### config.mk
export PLATFORM = sky130hd
export DESIGN_NAME = seq_datapath
export DESIGN_NICKNAME = d
export VERILOG_FILES = /design/src/rtl/seq_datapath.sv
export SDC_FILE = /design/constraint.sdc
export NUM_CORES = 1
export LEC_CHECK = 0
export ABC_AREA = 0
export CORE_MARGIN = 4
export CORE_UTILIZATION = 35
export DETAILED_ROUTE_END_ITERATION = 12
export PLACE_DENSITY = 0.53
export SLEW_MARGIN = 20
export SYNTH_ARGS = -nofsm -noshare
export SYNTH_HDL_FRONTEND = slang
export SYNTH_SLANG_ARGS = --single-unit
### constraint.sdc
create_clock -name clk -period 4.1 [get_ports clk]
set_input_delay 1.025 -clock clk [delete_from_list [all_inputs] [get_ports clk]]
set_output_delay 1.025 -clock clk [all_outputs]
set_load 0.01 [all_outputs]
### src/rtl/seq_datapath.sv
// Multi-cycle register-file datapath: IDLE -> RDA -> RDB -> EXEC -> WB, one op per five cycles.
// Operands come from an NREG x W register file, pass through a shift/imm/zero mux and a 2-bit ALU.
module seq_datapath #(
  parameter int W    = 16,
  parameter int NREG = 8
) (
  input  logic                     clk,
  input  logic                     rst_n,
  input  logic                     start,
  input  logic [$clog2(NREG)-1:0]  rn,
  input  logic [$clog2(NREG)-1:0]  rm,
  input  logic [$clog2(NREG)-1:0]  rd,
  input  logic [1:0]               aluop,
  input  logic [1:0]               shift,
  input  logic                     zero_a,
  input  logic                     use_imm,
  input  logic [W-1:0]             imm,
  input  logic                     wb_sel,
  input  logic [W-1:0]             ext_in,
  input  logic                     write_en,
  input  logic                     set_flags,
  output logic                     busy,
  output logic                     done,
  output logic [W-1:0]             result,
  output logic                     flag_z,
  output logic                     flag_n,
  output logic                     flag_v
);
  localparam int RA = $clog2(NREG);

  localparam logic [2:0] IDLE = 3'd0;
  localparam logic [2:0] RDA  = 3'd1;
  localparam logic [2:0] RDB  = 3'd2;
  localparam logic [2:0] EXEC = 3'd3;
  localparam logic [2:0] WB   = 3'd4;

  typedef struct packed {
    logic [1:0]    aluop;
    logic [1:0]    shift;
    logic [RA-1:0] rn;
    logic [RA-1:0] rm;
    logic [RA-1:0] rd;
    logic          zero_a;
    logic          use_imm;
    logic [W-1:0]  imm;
    logic          wb_sel;
    logic [W-1:0]  ext;
    logic          write_en;
    logic          set_flags;
  } cmd_t;

  logic [2:0]   state;
  cmd_t         cmd;
  logic [W-1:0] rf [NREG];
  logic [W-1:0] a_q, b_q, c_q;
  logic         z_q, n_q, v_q;

  logic [W-1:0] b_sh, op_a, op_b, alu;
  logic         alu_v;

  always_comb begin
    b_sh = b_q;
    case (cmd.shift)
      2'b01:   b_sh = {b_q[W-2:0], 1'b0};
      2'b10:   b_sh = {1'b0, b_q[W-1:1]};
      2'b11:   b_sh = {b_q[W-1], b_q[W-1:1]};
      default: b_sh = b_q;
    endcase
    op_b  = cmd.use_imm ? cmd.imm : b_sh;
    op_a  = cmd.zero_a ? '0 : a_q;
    alu   = '0;
    alu_v = 1'b0;
    // Signed overflow: result sign disagrees with A when operand signs make that impossible
    case (cmd.aluop)
      2'b00: begin
        alu   = op_a + op_b;
        alu_v = (op_a[W-1] == op_b[W-1]) && (alu[W-1] != op_a[W-1]);
      end
      2'b01: begin
        alu   = op_a - op_b;
        alu_v = (op_a[W-1] != op_b[W-1]) && (alu[W-1] != op_a[W-1]);
      end
      2'b10:   alu = op_a & op_b;
      default: alu = ~op_b;
    endcase
  end

  always_ff @(posedge clk or negedge rst_n) begin
    if (!rst_n) begin
      state <= IDLE;
      cmd   <= '0;
      a_q   <= '0;
      b_q   <= '0;
      c_q   <= '0;
      z_q   <= 1'b0;
      n_q   <= 1'b0;
      v_q   <= 1'b0;
      for (int i = 0; i < NREG; i++) rf[i] <= '0;
    end else begin
      case (state)
        IDLE: if (start) begin
          state <= RDA;
          cmd   <= '{aluop: aluop, shift: shift, rn: rn, rm: rm, rd: rd,
                     zero_a: zero_a, use_imm: use_imm, imm: imm, wb_sel: wb_sel,
                     ext: ext_in, write_en: write_en, set_flags: set_flags};
        end
        RDA: begin
          a_q   <= rf[cmd.rn];
          state <= RDB;
        end
        RDB: begin
          b_q   <= rf[cmd.rm];
          state <= EXEC;
        end
        EXEC: begin
          c_q <= alu;
          if (cmd.set_flags) begin
            z_q <= (alu == '0);
            n_q <= alu[W-1];
            v_q <= alu_v;
          end
          state <= WB;
        end
        WB: begin
          if (cmd.write_en) rf[cmd.rd] <= cmd.wb_sel ? cmd.ext : c_q;
          state <= IDLE;
        end
        default: state <= IDLE;
      endcase
    end
  end

  assign busy   = (state != IDLE);
  assign done   = (state == WB);
  assign result = c_q;
  assign flag_z = z_q;
  assign flag_n = n_q;
  assign flag_v = v_q;
endmodule

==> out/qor.yml <==
yosys:
  syn_avg_cell_area_um2: 10.5
  synth_top_cell_by_area: "dfrtp_1"
  yosysMostFrequentCell: "dfrtp_1"
  seq_area_frac_synth_pct: 45.0
  synth_edf_count: 0
  ys_seq_elements: 232
  synth-async-reset-ratio_pct: 100
  synthTopCellsByCount: "232 x dfrtp_1, 129 x nor2_1, 121 x a21oi_1, 117 x nand2_1, 98 x o21ai_0"
  synth_cell_type_count: 65
  ys_top_cells_by_area: "dfrtp_1 45%, mux4_2 11%, mux2i_1 6.4%"
  ys.flop_type: "dfrtp_1"
  synthesis.nets: 1319
  syn_area_um2: 12900
  synth_cells: 1233
  yosys_warnings: 0
  netlist.area_leader.share_pct: 45.0
critical_path:
  crit_fanout: 12
  ff2ff_path_depth: 14
  critPathKind: "reg2reg"
  critPathArrivalTime_ns: 4.39
  start_kind: "flop"
  required_ns: 4.55
  endpoint_kind: "flop"
final_layout:
  drive_gt1_share_pct: 15.2
  antenna_cells: 0
  final_net_count: 1385
  areaGrowthSynthToFinish_pct: 18.4
sta:
  max_slew_margin_pct: 27.3
  maxSlewViolCount: 0
  hold_violations: 0
  worst_pin_slew_ns: 1.06
  timing.final.crit_period_ns: 3.94
  fin_worst_skew_ns: 0.0236
  timing.final.crit_share_pct: 96.0
  fmax_mhz: 254
  grt_setup_unrepaired: "false"
  setup_tns_ns: 0
  setup_viol: 0
clock_network:
  clkLatencyLatePin_ns: 0.57
  cts_hold_buf: 0
  cts_buffer_depth: 3
  clockRootBuffer: "clkbuf_16"
  clk_pin_slew_ns: 0.06
  htree_levels: 1
  cts_tree: "built"
  cts.sinks: 232
  cts_made_buffers: 28
global_route:
  grt_pass1_wl_um: 58000
  globalRouteOverflowTotal: 0
  grt_use_total_pct: 18.8
  antenna_found_initial: 0
  first_global_vias: 9710
  grt_max_degree: 84
pwr:
  powerDensity_nw_per_um2: 988
  p_switching_mw: 6.55
  p_sw_share_pct: 43.4
  p_comb_share_pct: 54.0
  internal_power_mw: 8.54
  vdd_drop_max_v: 0.000372
  power.clock.fraction_pct: 16.7
  p_seq_share_pct: 29.3
  p_leak_nw: 6.61
  p_total_mw: 15.1
detailed_routing:
  post-route-drc-count: 0
  via_count: 9534
  drt_iter0_markers: 783
  wire_per_inst_um: 20.6
  avgViaCountPerCell: 5.33
  dr.pass1.iters: 5
  antenna_left: 0
  routed_wl_um: 36800
floorplanning:
  boundaryPins: 74
  start_util_pct: 35.4
  die_area_um2: 40000
  row_count: 70
  die_w_um: 200
  die_h_um: 200
  core_area_um2: 36400
place:
  dpl.hpwl_um: 25700
  io_buffers: 73
  gp_congestion: 0.917
flow_run:
  max_cap_violations: 0
hold_path:
  hp-class: "in2async"
status:
  outcome: "finished clean"
## worst max-delay path, stage by stage, from the launching register on
cell       delay (ns)
dfrtp_2          0.51
or3b_1           0.41
a2bb2oi_1        0.21
ha_1             0.23
inv_1            0.07
fa_1             0.43
nor2b_1          0.23
o31a_1           0.27
a211oi_1         0.08
a211o_1          0.27
o221ai_1         0.08
nor3b_1          0.41
and4b_1          0.27
nand4_1          0.13
o31ai_2          0.23
## cells in the final DEF, fill, tap and decap left out, types with 7 or more instances in the layout
master           Yosys  final
inv_1               36     35
clkbuf_1            57     11
xnor2_1             14     14
dfrtp_1            232    228
o31ai_1              8      7
nand2b_1            10     10
o21ai_0             98     98
clkdlybuf4s50_1      0     72
a211oi_1             8      8
clkbuf_16            0     28
nor2_1             129    127
mux2i_1             82     81
mux4_2              64     64
nor2b_1             23     23
mux2_1              28     28
buf_4                1     46
nand2_1            117    117
ha_1                31     31
o21ai_1             14     14
a21oi_1            121    121
mux2_2              25     25
## cell families after synthesis
family | after synthesis | share of synthesized area (%)
AOI/OAI and AO/OA | 306 | 13.6
xor gates and xnor gates | 15 | 1.02
adders and majority gates | 33 | 3.32
buffers and inverters | 124 | 3.78
DFF | 232 | 45.0
muxes | 199 | 22.2
and+or+nand+nor | 324 | 11.1
## power by group through the flow
| stage | clock network [mW] | logic, mW | registers, mW |
|---|---|---|---|
| finish | 2.52 | 8.14 | 4.42 |
| global placement | 0 | 8.11 | 4.43 |
| detailed placement | 0 | 8.13 | 4.46 |
| CTS | 2.59 | 8.16 | 4.44 |
| floorplan | 0 | 5.99 | 3.85 |
| global route | 2.68 | 9.03 | 4.61 |
## routing by layer
metal	routed length, um	part of all wire, %	GRT usage (%)
met2	17400	47	31.0
met1	16900	46	26.3
met5	0	0	0
met3	1280	3.5	2.35
met4	1160	3.2	5.28
## area by class of cell
| type | instances | area (um^2) |
|---|---|---|
| fillers | 3527 | 21200 |
| clock inverters | 8 | 146 |
| flip-flops and latches | 232 | 5810 |
| well taps | 468 | 586 |
| inverters | 39 | 150 |
| multi-input cells | 877 | 6660 |
| repair buffers | 121 | 1120 |
| clock buffers | 43 | 797 |
## registers in the layout, summed over array words and instances, names as in the netlist
| name | cells |
|---|---|
| rf | 128 |
| cmd | 50 |
| a_q | 16 |
| b_q | 16 |
| result | 16 |
| state | 3 |
| flag_n | 1 |
| flag_v | 1 |
| flag_z | 1 |
## through the flow
| step | hold slack, ns | setup slack, ns | instances | utilization [%] | area (um^2) |
|---|---|---|---|---|---|
| finish | 0.469 | 0.162 | 1788 | 41.9 | 15300 |
| global route | 0.497 | 0.0358 | 1788 | 41.9 | 15300 |
| CTS | 0.482 | 0.0870 | 1788 | 41.9 | 15300 |
| detailed placement | 0.477 | 0.110 | 1737 | 39.3 | 14300 |
| global placement | 0.468 | 0.172 | 1737 | 39.3 | 14300 |
| floorplan | 0.457 | 0.507 | 1233 | - | 12900 |
## repair_timing
item                                    4_1_cts  5_1_grt
hold endpoints to repair                      0        0
endpoints found under the setup margin        0        5
setup buffers                                 0        0
resized for setup                             0        4
## worst paths after layout
| path | from | slack, ns | endpoint |
|---|---|---|---|
| min reg2reg | cmd[44] | 0.48 | cmd[44] |
| max in group asynchronous | rst_n | 2.78 | cmd[24] |
| min in group clk | cmd[44] | 0.48 | cmd[44] |
| min | rst_n | 0.47 | rf[90] |
| max | cmd[46] | 0.16 | flag_z |
| max reg2reg | cmd[46] | 0.16 | flag_z |
Note: power is estimated with default switching activity, not from simulation.
